--- config.mk ---
export PLATFORM = sky130hd
export DESIGN_NAME = vga_bus_host
export DESIGN_NICKNAME = d
export VERILOG_FILES = /design/src/rtl/vga_bus_pkg.sv /design/src/rtl/vga_bus_host.sv
export SDC_FILE = /design/constraint.sdc
export NUM_CORES = 1
export LEC_CHECK = 0
export CORE_AREA = 2 2 58 71
export DETAILED_ROUTE_END_ITERATION = 10
export DIE_AREA = 0 0 60 73
export GPL_TIMING_DRIVEN = 0
export PLACE_DENSITY = 0.85
export RECOVER_POWER = 25
export SYNTH_ARGS = -nofsm -noshare
export SYNTH_HDL_FRONTEND = slang
export SYNTH_SLANG_ARGS = --single-unit
--- constraint.sdc ---
create_clock -name clk -period 8.11 [get_ports clk]
set_input_delay 2.433 -clock clk [delete_from_list [all_inputs] [get_ports clk]]
set_output_delay 2.433 -clock clk [all_outputs]
set_load 0.05 [all_outputs]
--- src/rtl/vga_bus_pkg.sv ---
// Shared types and constants for the VGA core register-bus host.
// Holds the bus FSM state encoding and the peripheral register map.
// Optional wait_sig timeout in vga_bus_host is enabled with macro VGA_BUS_TIMEOUT_EN.
`timescale 1ns/1ps
package vga_bus_pkg;

  typedef enum logic [2:0] {
    IDLE   = 3'd0,
    SETUP  = 3'd1,
    STROBE = 3'd2,
    HOLD   = 3'd3,
    GAP    = 3'd4
  } bus_state_t;

  // VGA core register map
  localparam logic [3:0] REG_STATUS = 4'h0;
  localparam logic [3:0] REG_CTRL   = 4'h2;
  localparam logic [3:0] REG_DATA   = 4'h3;

  function automatic int max_of(input int a, input int b);
    return (a > b) ? a : b;
  endfunction

endpackage

--- src/rtl/vga_bus_host.sv ---
// Host initiator: turns single-beat valid/ready requests into timed ncs/nwr/nrd bus cycles.
// Latency: strobe falls 1+SETUP_CYCLES-1 clk after accept, rsp_valid pulses on the first HOLD cycle.
// Backpressure: req_ready only in IDLE; wait_sig stretches the strobe (bounded with VGA_BUS_TIMEOUT_EN).
`timescale 1ns/1ps
module vga_bus_host
  import vga_bus_pkg::*;
#(
  parameter int ADDR_W         = 4,
  parameter int DATA_W         = 8,
  parameter int SETUP_CYCLES   = 1,
  parameter int STROBE_CYCLES  = 5,
  parameter int HOLD_CYCLES    = 1,
  parameter int GAP_CYCLES     = 10,
  parameter int TIMEOUT_CYCLES = 256
) (
  input  logic              clk,
  input  logic              rst_n,
  input  logic              req_valid,
  output logic              req_ready,
  input  logic              req_write,
  input  logic [ADDR_W-1:0] req_addr,
  input  logic [DATA_W-1:0] req_wdata,
  output logic              rsp_valid,
  output logic [DATA_W-1:0] rsp_rdata,
  output logic              rsp_err,
  output logic              ncs,
  output logic              nwr,
  output logic              nrd,
  output logic [ADDR_W-1:0] ext_address,
  output logic [DATA_W-1:0] db_out,
  output logic              db_oe,
  input  logic [DATA_W-1:0] db_in,
  input  logic              wait_sig
);

  // Counter wide enough for the longest phase or the timeout limit
  localparam int MAX_CYC = max_of(max_of(max_of(SETUP_CYCLES, STROBE_CYCLES),
                                         max_of(HOLD_CYCLES, GAP_CYCLES)), TIMEOUT_CYCLES);
  localparam int CNT_W = $clog2(MAX_CYC + 1);

  localparam logic [CNT_W-1:0] LD_SETUP  = CNT_W'(SETUP_CYCLES - 1);
  localparam logic [CNT_W-1:0] LD_STROBE = CNT_W'(STROBE_CYCLES - 1);
  localparam logic [CNT_W-1:0] LD_HOLD   = CNT_W'(HOLD_CYCLES - 1);
  localparam logic [CNT_W-1:0] LD_GAP    = CNT_W'(GAP_CYCLES - 1);
  localparam logic [CNT_W-1:0] CNT_ONE   = CNT_W'(1);

  bus_state_t        state, state_nxt;
  logic [CNT_W-1:0]  cnt, cnt_nxt;
  logic              wr_q, wr_nxt;
  logic              ncs_nxt, nwr_nxt, nrd_nxt, oe_nxt, rvld_nxt;
  logic [ADDR_W-1:0] addr_nxt;
  logic [DATA_W-1:0] dout_nxt, rdata_nxt;
`ifdef VGA_BUS_TIMEOUT_EN
  logic [CNT_W-1:0]  tcnt, tcnt_nxt;
  logic              err_q, err_nxt;
  localparam logic [CNT_W-1:0] TO_LIM = CNT_W'(TIMEOUT_CYCLES);
  assign rsp_err = err_q;
`else
  assign rsp_err = 1'b0;
`endif

  // Ready is combinational from state so the first cycle out of reset can accept
  assign req_ready = (state == IDLE) && rst_n;

  // State, phase counter and all registered bus/response outputs
  always_ff @(posedge clk or negedge rst_n) begin
    if (!rst_n) begin
      state       <= IDLE;
      cnt         <= '0;
      wr_q        <= 1'b0;
      ncs         <= 1'b1;
      nwr         <= 1'b1;
      nrd         <= 1'b1;
      ext_address <= '0;
      db_out      <= '0;
      db_oe       <= 1'b0;
      rsp_valid   <= 1'b0;
      rsp_rdata   <= '0;
`ifdef VGA_BUS_TIMEOUT_EN
      tcnt        <= '0;
      err_q       <= 1'b0;
`endif
    end else begin
      state       <= state_nxt;
      cnt         <= cnt_nxt;
      wr_q        <= wr_nxt;
      ncs         <= ncs_nxt;
      nwr         <= nwr_nxt;
      nrd         <= nrd_nxt;
      ext_address <= addr_nxt;
      db_out      <= dout_nxt;
      db_oe       <= oe_nxt;
      rsp_valid   <= rvld_nxt;
      rsp_rdata   <= rdata_nxt;
`ifdef VGA_BUS_TIMEOUT_EN
      tcnt        <= tcnt_nxt;
      err_q       <= err_nxt;
`endif
    end
  end

  // Next-state and next-output decode; counter reloads on every state entry
  always_comb begin
    state_nxt = state;
    cnt_nxt   = cnt;
    wr_nxt    = wr_q;
    ncs_nxt   = ncs;
    nwr_nxt   = nwr;
    nrd_nxt   = nrd;
    addr_nxt  = ext_address;
    dout_nxt  = db_out;
    oe_nxt    = db_oe;
    rvld_nxt  = 1'b0;
    rdata_nxt = rsp_rdata;
`ifdef VGA_BUS_TIMEOUT_EN
    tcnt_nxt  = tcnt;
    err_nxt   = err_q;
`endif
    case (state)
      IDLE: begin
        if (req_valid) begin
          state_nxt = SETUP;
          cnt_nxt   = LD_SETUP;
          wr_nxt    = req_write;
          addr_nxt  = req_addr;
          dout_nxt  = req_wdata;
          oe_nxt    = req_write;
        end
      end
      SETUP: begin
        if (cnt == '0) begin
          state_nxt = STROBE;
          cnt_nxt   = LD_STROBE;
          ncs_nxt   = 1'b0;
          nwr_nxt   = !wr_q;
          nrd_nxt   = wr_q;
`ifdef VGA_BUS_TIMEOUT_EN
          tcnt_nxt  = '0;
`endif
        end else begin
          cnt_nxt = cnt - CNT_ONE;
        end
      end
      STROBE: begin
        if (cnt != '0) begin
          cnt_nxt = cnt - CNT_ONE;
        end else if (!wait_sig) begin
          state_nxt = HOLD;
          cnt_nxt   = LD_HOLD;
          ncs_nxt   = 1'b1;
          nwr_nxt   = 1'b1;
          nrd_nxt   = 1'b1;
          rvld_nxt  = 1'b1;
          if (!wr_q) rdata_nxt = db_in;
`ifdef VGA_BUS_TIMEOUT_EN
          err_nxt   = 1'b0;
        end else if (tcnt == TO_LIM) begin
          // Peripheral never released wait_sig: abandon the cycle with an error
          state_nxt = HOLD;
          cnt_nxt   = LD_HOLD;
          ncs_nxt   = 1'b1;
          nwr_nxt   = 1'b1;
          nrd_nxt   = 1'b1;
          rvld_nxt  = 1'b1;
          err_nxt   = 1'b1;
          if (!wr_q) rdata_nxt = '1;
        end else begin
          tcnt_nxt = tcnt + CNT_ONE;
`endif
        end
      end
      HOLD: begin
        if (cnt == '0) begin
          state_nxt = GAP;
          cnt_nxt   = LD_GAP;
          oe_nxt    = 1'b0;
        end else begin
          cnt_nxt = cnt - CNT_ONE;
        end
      end
      GAP: begin
        if (cnt == '0) state_nxt = IDLE;
        else           cnt_nxt   = cnt - CNT_ONE;
      end
      default: state_nxt = IDLE;
    endcase
  end

endmodule

# Yosys cells after proc, flatten, opt, wreduce, memory -nomap -nowiden
# Index checks and enable logic that the tools add are counted.
dict set report totals {
  reg_bits 38
  in_bits 25
  output_inout_bits 27
  wordCells 68
}
dict set report op_classes {
  addsub 1
  eq_ne 12
  muxes 27
  bitwise_logic 3
  n_reduce_logical 14
}
# operator count
set ops {}
lappend ops {{$mux W9} 6}
lappend ops {{$pmux W9 S5} 1}
lappend ops {{$mux W3} 6}
lappend ops {{$pmux W3 S5} 1}
lappend ops {{$ne A2 B2 Y1 const B} 7}
lappend ops {{$reduce_and A4 Y1} 3}
lappend ops {{$logic_not A9 Y1} 1}
lappend ops {{$mux W1} 9}
lappend ops {{$reduce_bool A9 Y1} 1}
lappend ops {{$sub A9 B1 Y9 const B} 1}
lappend ops {{$pmux W1 S2} 4}
lappend ops {{$eq A3 B2 Y1 const B} 2}
lappend ops {{$reduce_and A6 Y1} 1}
lappend ops {{$reduce_bool A5 Y1} 1}
lappend ops {{$reduce_bool A2 Y1} 2}
lappend ops {{$eq A3 B1 Y1 const B} 1}
lappend ops {{$eq A3 B3 Y1 const B} 1}
lappend ops {{$logic_not A3 Y1} 1}
lappend ops {{$ne A3 B3 Y1 const B} 1}
lappend ops {{$not A1 Y1} 3}
lappend ops {{$reduce_and A3 Y1} 1}
lappend ops {{$reduce_and A2 Y1} 1}
lappend ops {{$logic_and A1 B1 Y1} 1}
lappend ops {{$logic_not A1 Y1} 1}

# Longest topological paths before layout
dict set report depth {
  ltp_word 3
  ltp_mapped 9
}

# Least setup slack after synthesis
# No wires, ideal clock.
dict set report synth_path {
  path_kind {in2out}
  start {input port rst_n}
  end {output port req_ready}
  arrival_ns 2.840
  required_ns 5.677
  slack_ns 2.837
  stages 1
  cell_sequence {and2_1}
}
dict set report synth_between {
  elab_chain_len 1
}
# element line
set synth_rtl {}
lappend synth_rtl {{start: declaration} vga_bus_host.sv:17} ;# input logic rst_n,
lappend synth_rtl {{$logic_and A1 B1 Y1} vga_bus_host.sv:63} ;# assign req_ready = (state == IDLE) && rst_n;
lappend synth_rtl {{end: declaration} vga_bus_host.sv:19} ;# output logic req_ready,
# No other way between the ends.

# Worst setup path after layout
# Ends and elaborated chain as after synthesis.

==> impl_metrics.py <==
metrics = {
    "place": {
        "post_dp_cell_area_sq_mm": 0.00239,
        "place_congestion": 0.797,
        "dp_hpwl_mm": 2.72,
        "port_buffers": 50,
        "pre_cts_slack_ns": 1.52,
    },
    "power": {
        "powerDensity_mw_per_mm2": 377,
        "p_leak_uw": 0.00107,
        "peakVddDrop_uv": 242,
    },
    "floorplan": {
        "die-area_sq_mm": 0.00438,
        "initial_utilization_pct": 48.2,
        "core_sq_mm": 0.00378,
        "die_w_um": 60,
        "die_h_um": 73,
        "row_count": 25,
        "io_pins": 52,
    },
    "sta": {
        "final.setup.tns_ns": 0,
        "setup_viol": 0,
        "grt_setup_unrepaired": "false",
        "drv_slew": 0,
        "worstMarginPinSlew_ns": 1.14,
        "fmax_mhz": 153,
        "fin_crit_sh_pct": 80.6,
        "hold_violations": 0,
        "layout_min_cycle_time_ns": 6.54,
        "layout_setup_ws_ns": 1.57,
        "relSlewSlack_pct": 23.6,
        "fin_worst_skew_ns": 0.00559,
    },
    "worst_setup_path": {
        "critPathMaxStageDelay_ns": 0.81,
        "critPathMaxFanout": 39,
        "start_kind": "input pin",
        "critPathCaptureType": "output port",
        "crit_chain": "buf_2 > and2_1 > clkdlybuf4s50_1",
        "cp.required_ns": 5.68,
        "ff2ff_path_depth": 8,
        "cp_data_arrival_time_ns": 4.11,
        "worstSetupPathType": "input pin to output port",
        "slowest_stage": "clkdlybuf4s50_1",
    },
    "clock_tree": {
        "cts_sinks": 38,
        "numCtsBuffers": 5,
        "ctsResizeCount": 0,
        "h-tree-depth": 2,
        "hold_buffers": 0,
        "max-clock-path-buffers": 2,
        "root_buffer": "clkbuf_8",
        "cts_tree": "built",
        "clk_pin_slew_ns": 0.07,
        "clk_latency_ns": 0.29,
        "post-cts-setup-buffers": 0,
    },
    "logic_synthesis": {
        "syn-cell-area_sq_mm": 0.00182,
        "synthCells": 162,
        "yosysSeqAreaShare_pct": 52.3,
        "syn_nets": 188,
        "synth-edff-count": 0,
        "synthDistinctLibCells": 41,
        "async_flop_share_pct": 100,
        "synth-seq-cells": 38,
        "synth_warnings": 0,
        "ys.flop_type": "dfrtp_1",
        "synth.avg_cell_area_sq_um": 11.3,
    },
    "run": {
        "drv_cap": 0,
    },
    "cells_and_area": {
        "fin_nets": 245,
        "multi_input_area_sq_um": 797,
        "antenna_cells": 0,
        "num-fill-cells": 292,
        "seqCellArea_sq_um": 955,
        "post-route-cell-area_sq_mm": 0.00248,
        "mostFrequentLayoutCell": "clkdlybuf4s50_1",
        "final_cell_mix": "clkdlybuf4s50_1 (49), dfrtp_1 (35), mux2_2 (13), nor2_1 (11), clkbuf_1 (9)",
        "syn_to_final_growth_pct": 35.9,
        "drive_above_1_share_pct": 17.7,
    },
    "drt": {
        "detail-route-antenna-nets": 0,
        "dr.pass1.iters": 4,
        "drc": 0,
        "wirelength_mm": 3.70,
        "vias_per_cell": 5.23,
        "num_vias": 1434,
        "routedWlPerCell_um": 13.5,
        "drt-initial-drc-count": 47,
    },
    "outcome": {
        "outcome": "finished, final reports clean",
    },
    "global_routing": {
        "grt_pass1_wl_mm": 6.32,
        "grtUsageTotal_pct": 19.4,
        "grt_pass1_vias": 1480,
        "gr-total-overflow": 0,
        "grt_max_degree": 40,
        "antenna_found_initial": 0,
    },
    "min_path": {
        "whs_path_depth": 1,
        "hold_class": "flop to flop",
    },
}
[metrics by stage]
| stage | hold slack, ns | cells | utilization [%] | power, uW |
|---|---|---|---|---|
| after floorplan | 0.468 | 162 | - | 659 |
| after global placement | 0.483 | 266 | 63.2 | 796 |
| after detailed placement | 0.493 | 266 | 63.1 | 809 |
| after CTS | 0.512 | 274 | 65.5 | 944 |
| after global routing | 0.516 | 274 | 65.5 | 992 |
| final | 0.504 | 274 | 65.5 | 935 |
[power by group]
group	switching [uW]	internal, uW	leakage [uW]
clock network	61.1	68.5	0.0000482
logic	299	194	0.000556
registers	47.6	265	0.000468
[worst max-delay path: cells and delay by family]
kind                   cells  cell delay (ns)
AND/OR/NAND/NOR            1             0.23
buffers and inverters      2             1.42
[path summary, 6_finish.rpt]
| path | from | to | slack, ns |
|---|---|---|---|
| setup / recovery | rst_n | req_ready | 1.57 |
| hold / removal | ncs | ncs | 0.50 |
| setup reg to reg | cnt[0] | cnt[3] | 5.04 |
| hold reg to reg | ncs | ncs | 0.50 |
| max in group asynchronous | rst_n | state[2] | 5.35 |
| min in group asynchronous | rst_n | rsp_rdata[0] | 2.23 |
[Yosys cell counts (2+ instances only)]
| cell | n | share of area, % |
|---|---|---|
| a211oi_1 | 2 | 0.82 |
| a21oi_1 | 4 | 1.1 |
| a31oi_1 | 2 | 0.69 |
| and2_1 | 4 | 1.4 |
| clkbuf_1 | 7 | 1.4 |
| dfrtp_1 | 35 | 48 |
| dfstp_2 | 3 | 4.3 |
| inv_1 | 5 | 1.0 |
| mux2_2 | 13 | 8.0 |
| mux2_4 | 8 | 6.6 |
| nand2_1 | 8 | 1.6 |
| nand2b_1 | 2 | 0.69 |
| nand3_1 | 2 | 0.55 |
| nor2_1 | 11 | 2.3 |
| nor2b_1 | 3 | 1.0 |
| nor3_1 | 8 | 2.2 |
| nor4_1 | 3 | 1.0 |
| o21ai_0 | 8 | 2.2 |
| o22ai_1 | 3 | 1.0 |
| o2bb2ai_1 | 3 | 1.4 |
| o31ai_1 | 3 | 1.2 |
| or3_1 | 2 | 0.69 |
| or3b_2 | 2 | 0.96 |
| or4_1 | 3 | 1.2 |
| xor2_1 | 2 | 0.96 |
[state kept, by name, indices dropped and copies added, names as in the netlist, 3 cells and up]
name	flops
cnt	9
db_out	8
ext_address	4
rsp_rdata	8
state	3
[cell type report]
| cell class | count | area share (%) |
|---|---|---|
| Buffer | 11 | 2.17 |
| Clock buffer | 7 | 3.48 |
| Clock inverter | 1 | 0.202 |
| Inverter | 5 | 0.757 |
| Multi-Input combinational cell | 108 | 32.2 |
| Sequential cell | 38 | 38.5 |
| Tap cell | 54 | 2.73 |
| Timing Repair Buffer | 50 | 20.0 |
[metal layers]
metal | track usage [%] | routed length (um) | vias to the layer above
met1 | 22.1 | 1590 | 689
met3 | 6.74 | 189 | 7
li1 | - | - | 696
met5 | 0 | 0 | -
met2 | 32.0 | 1860 | 42
met4 | 9.38 | 69 | 0
[cells by family after synthesis]
family / after synthesis / share of synthesized area, %
compound gates: 32 / 12.0
xor+xnor: 2 / 0.960
fa+ha+maj: 1 / 0.686
buf+inv: 16 / 4.05
flops: 38 / 52.3
mux: 21 / 14.6
other cells: 1 / 0.206
simple gates: 51 / 15.2
Note: power is estimated with default switching activity, not from simulation.
